==> config.mk <==
export PLATFORM = sky130hd
export DESIGN_NAME = mem_clint_mh_flat
export DESIGN_NICKNAME = d
export VERILOG_FILES = /design/src/rtl/mem_clint_mh_pkg.sv /design/src/rtl/mem_clint_mh_if.sv /design/src/rtl/mem_clint_mh_hart_timer.sv /design/src/rtl/mem_clint_mh.sv /design/src/flat_wrapper.sv
export SDC_FILE = /design/constraint.sdc
export NUM_CORES = 1
export LEC_CHECK = 0
export ABC_AREA = 1
export CAP_MARGIN = 10
export CORE_MARGIN = 2
export CORE_UTILIZATION = 47
export DETAILED_ROUTE_END_ITERATION = 7
export GPL_ROUTABILITY_DRIVEN = 0
export HOLD_SLACK_MARGIN = 0.06
export PLACE_DENSITY = 0.67
export REMOVE_ABC_BUFFERS = 1
export SLEW_MARGIN = 20
export SYNTH_ARGS = -nofsm -noshare
export SYNTH_HDL_FRONTEND = slang
export SYNTH_SLANG_ARGS = --single-unit
export TNS_END_PERCENT = 5
==> constraint.sdc <==
create_clock -name clk -period 6.8 [get_ports clk]
set_input_delay 1.02 -clock clk [delete_from_list [all_inputs] [get_ports clk]]
set_output_delay 1.02 -clock clk [all_outputs]
set_load 0.1 [all_outputs]
==> src/rtl/mem_clint_mh_pkg.sv <==
// Shared definitions for the multi-hart CLINT: offsets, size,
// response and request codes, plus lane-mask helpers.
package mem_clint_mh_pkg;

    localparam logic [63:0] OFF_MSIP     = 64'h0000;
    localparam logic [63:0] OFF_MTIMECMP = 64'h4000;
    localparam logic [63:0] OFF_MTIME    = 64'hBFF8;

    localparam logic [1:0] SZ_B = 2'b00;
    localparam logic [1:0] SZ_H = 2'b01;
    localparam logic [1:0] SZ_W = 2'b10;
    localparam logic [1:0] SZ_D = 2'b11;

    localparam logic [1:0] RESP_OK       = 2'b00;
    localparam logic [1:0] RESP_MISALIGN = 2'b10;
    localparam logic [1:0] RESP_DECERR   = 2'b11;

    localparam logic REQ_READ  = 1'b0;
    localparam logic REQ_WRITE = 1'b1;

    typedef enum logic [1:0] {
        TGT_NONE,
        TGT_MSIP,
        TGT_CMP,
        TGT_MTIME
    } tgt_e;

    function automatic logic [7:0] size_bytes(input logic [1:0] size);
        logic [7:0] m;
        case (size)
            SZ_B:    m = 8'h01;
            SZ_H:    m = 8'h03;
            SZ_W:    m = 8'h0F;
            default: m = 8'hFF;
        endcase
        return m;
    endfunction

    function automatic logic [63:0] byte_to_bit(input logic [7:0] m);
        logic [63:0] r;
        for (int i = 0; i < 8; i++) begin
            r[i*8 +: 8] = {8{m[i]}};
        end
        return r;
    endfunction

endpackage

==> src/rtl/mem_clint_mh_if.sv <==
// Request/response bus and interrupt lines between the
// memory stage and the CLINT.
interface mem_clint_mh_if #(
    parameter int NHARTS = 2,
    parameter int DATA_W = 64
);
    logic              clint_valid_i;
    logic              clint_ready_o;
    logic              clint_req_i;
    logic [63:0]       clint_addr_i;
    logic [1:0]        clint_size_i;
    logic [DATA_W-1:0] clint_data_write_i;
    logic              clint_resp_valid_o;
    logic              clint_resp_ready_i;
    logic [DATA_W-1:0] clint_data_read_o;
    logic [1:0]        clint_resp_o;
    logic [NHARTS-1:0] clint_mtip_o;
    logic [NHARTS-1:0] clint_msip_o;
    logic              clint_update_o;

    modport master (
        output clint_valid_i, clint_req_i, clint_addr_i,
        output clint_size_i, clint_data_write_i,
        output clint_resp_ready_i,
        input  clint_ready_o, clint_resp_valid_o,
        input  clint_data_read_o, clint_resp_o,
        input  clint_mtip_o, clint_msip_o, clint_update_o
    );

    modport slave (
        input  clint_valid_i, clint_req_i, clint_addr_i,
        input  clint_size_i, clint_data_write_i,
        input  clint_resp_ready_i,
        output clint_ready_o, clint_resp_valid_o,
        output clint_data_read_o, clint_resp_o,
        output clint_mtip_o, clint_msip_o, clint_update_o
    );
endinterface

==> src/rtl/mem_clint_mh_hart_timer.sv <==
// Per-hart mtimecmp / msip storage with byte-masked merge
// and a registered timer-pending compare.
module clint_hart_timer #(
    parameter int DATA_W = 64
) (
    input  logic              clk,
    input  logic              rst,
    input  logic              cmp_we,
    input  logic              sip_we,
    input  logic [DATA_W-1:0] wdata,
    input  logic [DATA_W-1:0] wmask,
    input  logic [DATA_W-1:0] mtime,
    output logic [DATA_W-1:0] mtimecmp,
    output logic              msip,
    output logic              mtip
);

    always_ff @(posedge clk) begin
        if (rst) begin
            mtimecmp <= '1;
            msip     <= 1'b0;
            mtip     <= 1'b0;
        end else begin
            if (cmp_we) begin
                mtimecmp <= (mtimecmp & ~wmask) | (wdata & wmask);
            end
            // only bit 0 of msip is storage
            if (sip_we && wmask[0]) begin
                msip <= wdata[0];
            end
            mtip <= (mtime >= mtimecmp);
        end
    end

endmodule

==> src/rtl/mem_clint_mh.sv <==
// Multi-hart CLINT on the memory-stage MMIO path: decode,
// prescaled mtime, handshake and registered response.
module mem_clint_mh #(
    parameter int          NHARTS    = 2,
    parameter int          TICK_DIV  = 4,
    parameter logic [63:0] BASE_ADDR = 64'h0200_0000,
    parameter int          DATA_W    = 64
) (
    input logic            clk,
    input logic            rst,
    mem_clint_mh_if.slave  bus
);
    import mem_clint_mh_pkg::*;

    localparam int PW = (TICK_DIV > 1) ? $clog2(TICK_DIV) : 1;
    localparam int HW = (NHARTS > 1) ? $clog2(NHARTS) : 1;
    localparam logic [PW-1:0] PMAX = PW'(TICK_DIV - 1);

    logic [61:0]       off_hi;
    logic [60:0]       cmp_rel;
    logic              in_sip, in_cmp, in_mtime;
    logic [HW-1:0]     hart;
    tgt_e              tgt;
    logic              aligned, misalign;
    logic [2:0]        lane;
    logic [1:0]        resp_d;
    logic [DATA_W-1:0] wsh, wmask, sel_reg, rdata_d;
    logic              accept, wr_ok, mtime_we, tick;
    logic [NHARTS-1:0] cmp_we, sip_we, sip, tip;
    logic [DATA_W-1:0] cmp [NHARTS];

    logic [DATA_W-1:0] mtime;
    logic [PW-1:0]     presc;
    logic              rvalid_q, upd_q;
    logic [DATA_W-1:0] rdata_q;
    logic [1:0]        resp_q;

    assign off_hi  = bus.clint_addr_i[63:2] - BASE_ADDR[63:2];
    assign cmp_rel = off_hi[61:1] - OFF_MTIMECMP[63:3];

    assign in_mtime = (off_hi[61:1] == OFF_MTIME[63:3]);
    assign in_cmp   = (off_hi[61:1] >= OFF_MTIMECMP[63:3])
                   && (cmp_rel < 61'(NHARTS));
    assign in_sip   = (off_hi < 62'(NHARTS));

    always_comb begin
        tgt  = TGT_NONE;
        hart = '0;
        unique case (1'b1)
            in_mtime: tgt = TGT_MTIME;
            in_cmp: begin
                tgt  = TGT_CMP;
                hart = cmp_rel[HW-1:0];
            end
            in_sip: begin
                tgt  = TGT_MSIP;
                hart = off_hi[HW-1:0];
            end
            default: tgt = TGT_NONE;
        endcase
    end

    always_comb begin
        aligned = 1'b1;
        case (bus.clint_size_i)
            SZ_B:    aligned = 1'b1;
            SZ_H:    aligned = ~bus.clint_addr_i[0];
            SZ_W:    aligned = (bus.clint_addr_i[1:0] == 2'b00);
            default: aligned = (bus.clint_addr_i[2:0] == 3'b000);
        endcase
    end

    // msip is a 32-bit register, so a dword there cannot be aligned
    assign misalign = !aligned
                   || (tgt == TGT_MSIP && bus.clint_size_i == SZ_D);

    assign lane = (tgt == TGT_MSIP) ? {1'b0, bus.clint_addr_i[1:0]}
                                    : bus.clint_addr_i[2:0];

    always_comb begin
        resp_d = RESP_OK;
        if (tgt == TGT_NONE) begin
            resp_d = RESP_DECERR;
        end else if (misalign) begin
            resp_d = RESP_MISALIGN;
        end
    end

    assign wsh   = bus.clint_data_write_i << {lane, 3'b000};
    assign wmask = byte_to_bit(size_bytes(bus.clint_size_i) << lane);

    always_comb begin
        sel_reg = '0;
        case (tgt)
            TGT_MTIME: sel_reg = mtime;
            TGT_CMP: begin
                for (int h = 0; h < NHARTS; h++) begin
                    if (hart == HW'(h)) sel_reg = cmp[h];
                end
            end
            TGT_MSIP: begin
                for (int h = 0; h < NHARTS; h++) begin
                    if (hart == HW'(h)) begin
                        sel_reg = {{(DATA_W-1){1'b0}}, sip[h]};
                    end
                end
            end
            default: sel_reg = '0;
        endcase
    end

    always_comb begin
        rdata_d = '0;
        if (resp_d == RESP_OK) begin
            rdata_d = (sel_reg >> {lane, 3'b000})
                    & byte_to_bit(size_bytes(bus.clint_size_i));
        end
    end

    assign accept   = bus.clint_valid_i && bus.clint_ready_o;
    assign wr_ok    = accept && (bus.clint_req_i == REQ_WRITE)
                   && (resp_d == RESP_OK);
    assign mtime_we = wr_ok && (tgt == TGT_MTIME);
    assign tick     = (presc == PMAX);

    always_comb begin
        cmp_we = '0;
        sip_we = '0;
        for (int h = 0; h < NHARTS; h++) begin
            cmp_we[h] = wr_ok && (tgt == TGT_CMP) && (hart == HW'(h));
            sip_we[h] = wr_ok && (tgt == TGT_MSIP) && (hart == HW'(h));
        end
    end

    for (genvar h = 0; h < NHARTS; h++) begin : g_hart
        clint_hart_timer #(.DATA_W(DATA_W)) u_hart (
            .clk      (clk),
            .rst      (rst),
            .cmp_we   (cmp_we[h]),
            .sip_we   (sip_we[h]),
            .wdata    (wsh),
            .wmask    (wmask),
            .mtime    (mtime),
            .mtimecmp (cmp[h]),
            .msip     (sip[h]),
            .mtip     (tip[h])
        );
    end

    // a write to mtime overrides the increment of a coincident tick
    always_ff @(posedge clk) begin
        if (rst) begin
            presc <= '0;
            mtime <= '0;
        end else begin
            presc <= tick ? '0 : presc + PW'(1);
            if (mtime_we) begin
                mtime <= (mtime & ~wmask) | (wsh & wmask);
            end else if (tick) begin
                mtime <= mtime + DATA_W'(1);
            end
        end
    end

    always_ff @(posedge clk) begin
        if (rst) begin
            rvalid_q <= 1'b0;
            rdata_q  <= '0;
            resp_q   <= RESP_OK;
            upd_q    <= 1'b0;
        end else begin
            upd_q <= wr_ok;
            if (accept) begin
                rvalid_q <= 1'b1;
                rdata_q  <= rdata_d;
                resp_q   <= resp_d;
            end else if (bus.clint_resp_ready_i) begin
                rvalid_q <= 1'b0;
            end
        end
    end

    assign bus.clint_ready_o      = !rvalid_q || bus.clint_resp_ready_i;
    assign bus.clint_resp_valid_o = rvalid_q;
    assign bus.clint_data_read_o  = rdata_q;
    assign bus.clint_resp_o       = resp_q;
    assign bus.clint_update_o     = upd_q;
    assign bus.clint_mtip_o       = tip;
    assign bus.clint_msip_o       = sip;

endmodule
==> src/flat_wrapper.sv <==
// flat-port wrapper written by rule: the top's interface ports become plain ports
module mem_clint_mh_flat import mem_clint_mh_pkg::*;
#(
    parameter int          NHARTS    = 2,
    parameter int          TICK_DIV  = 4,
    parameter logic [63:0] BASE_ADDR = 64'h0200_0000,
    parameter int          DATA_W    = 64
)
  (clk, rst, bus_clint_valid_i, bus_clint_req_i, bus_clint_addr_i, bus_clint_size_i, bus_clint_data_write_i, bus_clint_resp_ready_i, bus_clint_ready_o, bus_clint_resp_valid_o, bus_clint_data_read_o, bus_clint_resp_o, bus_clint_mtip_o, bus_clint_msip_o, bus_clint_update_o);
  mem_clint_mh_if #(.NHARTS(NHARTS), .DATA_W(DATA_W)) bus_i ();
  input logic clk;
  input logic rst;
  input wire logic [$bits(bus_i.clint_valid_i)-1:0] bus_clint_valid_i;
  input wire logic [$bits(bus_i.clint_req_i)-1:0] bus_clint_req_i;
  input wire logic [$bits(bus_i.clint_addr_i)-1:0] bus_clint_addr_i;
  input wire logic [$bits(bus_i.clint_size_i)-1:0] bus_clint_size_i;
  input wire logic [$bits(bus_i.clint_data_write_i)-1:0] bus_clint_data_write_i;
  input wire logic [$bits(bus_i.clint_resp_ready_i)-1:0] bus_clint_resp_ready_i;
  output wire logic [$bits(bus_i.clint_ready_o)-1:0] bus_clint_ready_o;
  output wire logic [$bits(bus_i.clint_resp_valid_o)-1:0] bus_clint_resp_valid_o;
  output wire logic [$bits(bus_i.clint_data_read_o)-1:0] bus_clint_data_read_o;
  output wire logic [$bits(bus_i.clint_resp_o)-1:0] bus_clint_resp_o;
  output wire logic [$bits(bus_i.clint_mtip_o)-1:0] bus_clint_mtip_o;
  output wire logic [$bits(bus_i.clint_msip_o)-1:0] bus_clint_msip_o;
  output wire logic [$bits(bus_i.clint_update_o)-1:0] bus_clint_update_o;
  assign bus_i.clint_valid_i = bus_clint_valid_i;
  assign bus_i.clint_req_i = bus_clint_req_i;
  assign bus_i.clint_addr_i = bus_clint_addr_i;
  assign bus_i.clint_size_i = bus_clint_size_i;
  assign bus_i.clint_data_write_i = bus_clint_data_write_i;
  assign bus_i.clint_resp_ready_i = bus_clint_resp_ready_i;
  assign bus_clint_ready_o = bus_i.clint_ready_o;
  assign bus_clint_resp_valid_o = bus_i.clint_resp_valid_o;
  assign bus_clint_data_read_o = bus_i.clint_data_read_o;
  assign bus_clint_resp_o = bus_i.clint_resp_o;
  assign bus_clint_mtip_o = bus_i.clint_mtip_o;
  assign bus_clint_msip_o = bus_i.clint_msip_o;
  assign bus_clint_update_o = bus_i.clint_update_o;
  mem_clint_mh #(.NHARTS(NHARTS), .TICK_DIV(TICK_DIV), .BASE_ADDR(BASE_ADDR), .DATA_W(DATA_W)) u_core (.clk(clk), .rst(rst), .bus(bus_i));
endmodule
==> metrics.cfg <==
[clock_network]
clock_path_buffers=3
h-tree-depth=2
root_buffer=clkbuf_16
clk_latency_ns=0.56
numCtsBuffers=35
cts_hold_buf=0
clock-sinks=266
post_cts_resized=0
path_clk_slew_ns=0.06
cts_setup_buffers=0
tritoncts=done

[route]
post-route-drc-count=0
ant_nets=0
first_pass_iters=8
vias=28252
viasPerCell=5.95
avgRoutedWirePerCell_um=21.3
routed_wl_mm=101
drtIter0Drc=3410

[critical_path]
crit_fanout=24
crit_path_frequent_cell=nor2_1
startpoint_type=input pin
crit_path_max_incr_delay_ns=0.60
critical_path_arrival_ns=6.40
crit_type=in -> reg
crit_chain=clkdlybuf4s50_1 -> inv_1 -> ha_1 -> nand3_1 -> nor2_1 -> nand2_1 -> xnor2_1 -> nor2_1 -> nand4_1 -> nor2_1 -> nor2_4 -> inv_2 -> nor2_1 -> inv_1 -> o21ai_1 -> inv_1 -> nor2_1 -> o221ai_1
worst_path_dominant_cell_family=simple AND/OR/NAND/NOR gates
startpoint=bus_clint_addr_i[25]
cp.depth=18
ff2ff_setup_slack_ns=1.82
crit_required_ns=7.18
cp_slowest_cell=nor2_1
crit_path_end_kind=register
reg2reg_depth=20
critPathBufInv=5

[hold_path]
worstHoldStart=u_core.presc[0]
hp-class=reg -> reg
whs_path_depth=1

[final_layout]
final_nets=4317
drive_above_1_share=0.0547
final_cell_area_sq_um=27600
area_growth_syn_to_layout_pct=16.0
fin_cells=4751

[logic_synthesis]
ys_seq_elements=266
ys.flop_type=dfxtp_1
synth_commonest_cells=nand2_1, inv_1, nor2_1
yosys-top-cells-area=dfxtp_1, nand2_1, inv_1
synth_edf_count=0
yosysMostFrequentCell=nand2_1
synth.cell_area_sq_um=23800
synth_top_area_share=0.224
syn_area_per_cell_sq_um=6.05
netlist_instances=3930
ys_warn_count=0
seq_area_frac_synth=0.224
synth_largest_area_cell=dfxtp_1
async_flop_share=0
synth.distinct_cells=61

[sta]
clock_skew_ns=0.0229
relSlewSlack=0.300
period_needed_ns=6.02
setup_viol=0
finalHoldViolCount=0
slew_viol_final=0
timing.fmax_ghz=0.166
period_share=0.885
rsz0062_at_grt=no
tightest_slew_ns=1.05

[floorplan]
num_rows=82
die_height_um=229
core_sq_um=50100
die_area_sq_um=52400
ios=208
die_w_um=229
start_util=0.475

[power_and_ir_drop]
p_per_area_nw_per_um2=156
combPwrFrac=0.161
p_int_mw=2.99
clkPwrFrac=0.466
p_seq_frac=0.373
ir_worst_vdd_uv=138
p_sw_frac=0.305
power_switching_mw=1.32
leakagePower_nw=12.9

[global_routing]
grt_antenna_before_repair=3
first_global_vias=25765
grt_first_pass_wirelength_mm=154
track_usage=0.376
grt_max_degree=101
overflow=0

[job]
drv_cap=0

[placement]
dp_hpwl_mm=76.9
dp_cells=4685
io_buffers=207
placed_cell_area_sq_um=26300

[status]
status=complete, no violations

==> per-layer routing <==
metal	up-vias	GRT usage	routed length [um]
li1	13400	-	-
met1	12719	0.500	40500
met2	1785	0.546	41100
met3	346	0.0961	12700
met4	2	0.223	6840
met5	-	0	12
==> cell families (layout without fill, tap and decap cells) <==
family,count (synthesis),after routing,synth area share
buffers and inverters,630,777,0.104
other,0,2,0
AO/OA/AOI/OAI,686,686,0.188
adder cells (fa/ha/maj),132,132,0.0694
AND/OR/NAND/NOR,2136,2136,0.384
multiplexers,17,17,0.00715
flip-flops,266,266,0.224
XOR/XNOR,63,63,0.0232
==> per-stage QoR <==
| step | setup slack, ns | setup TNS, ns | power, mW | utilization | hold WS (ns) |
|---|---|---|---|---|---|
| 2_1_floorplan | -3.09 | -646.42 | 1.97 | - | 0.403 |
| 3_3_place_gp | 0.572 | 0 | 2.30 | 0.526 | 0.424 |
| 3_5_place_dp | 0.476 | 0 | 2.30 | 0.526 | 0.437 |
| 4_1_cts | 1.04 | 0 | 4.28 | 0.551 | 0.450 |
| 5_1_grt | 0.370 | 0 | 4.43 | 0.551 | 0.463 |
| 6_report | 0.782 | 0 | 4.31 | 0.551 | 0.455 |
==> power groups by stage <==
stage / Clock, mW / Sequential (mW) / Combinational [mW]
after floorplan: 0 / 1.64 / 0.334
after global placement: 0 / 1.64 / 0.662
after detailed placement: 0 / 1.64 / 0.661
after CTS: 2.01 / 1.61 / 0.665
after global routing: 2.08 / 1.61 / 0.740
final: 2.01 / 1.61 / 0.693
==> worst paths after layout <==
| path | to |
|---|---|
| setup reg to reg | register |
| setup / recovery | register |
| hold reg to reg | u_core.presc[0] |
| hold / removal | u_core.presc[0] |
==> layout by cell type, fill, tap and decap left out, drive strengths merged, types with 3 or more instances in the layout <==
cell	Yosys	layout
mux2i	17	17
nor2	390	390
nor4	17	17
nand3	299	299
a22oi	14	14
ha	132	132
bufinv	0	4
nor3b	5	5
o21bai	4	4
clkinvlp	0	5
inv	453	455
o2111ai	4	4
o221ai	114	114
clkinv	5	13
a21oi	199	199
a31oi	7	7
o311ai	49	49
nor3	60	60
xnor2	14	14
a41oi	5	5
clkbuf	109	45
nand2	1283	1283
o31ai	6	6
xor2	49	49
a32oi	4	4
nand3b	6	6
o211ai	67	67
o22ai	10	10
buf	63	52
a21boi	3	3
o21ai	170	170
and2	3	3
clkdlybuf4s50	0	203
dfxtp	266	266
a211oi	22	22
nand4	64	64
or2	7	7
==> layout make-up <==
type / instances / area, sq um
multi-input combinational: 3034 / 16000
timing repair buffer: 255 / 2430
antenna: 2 / 5.00
fill: 5258 / 22500
sequential: 266 / 5330
inverter: 458 / 1720
clock buffer: 45 / 1010
clock inverter: 19 / 230
tap: 672 / 841
No activity file was read; power rests on OpenSTA's default activity.
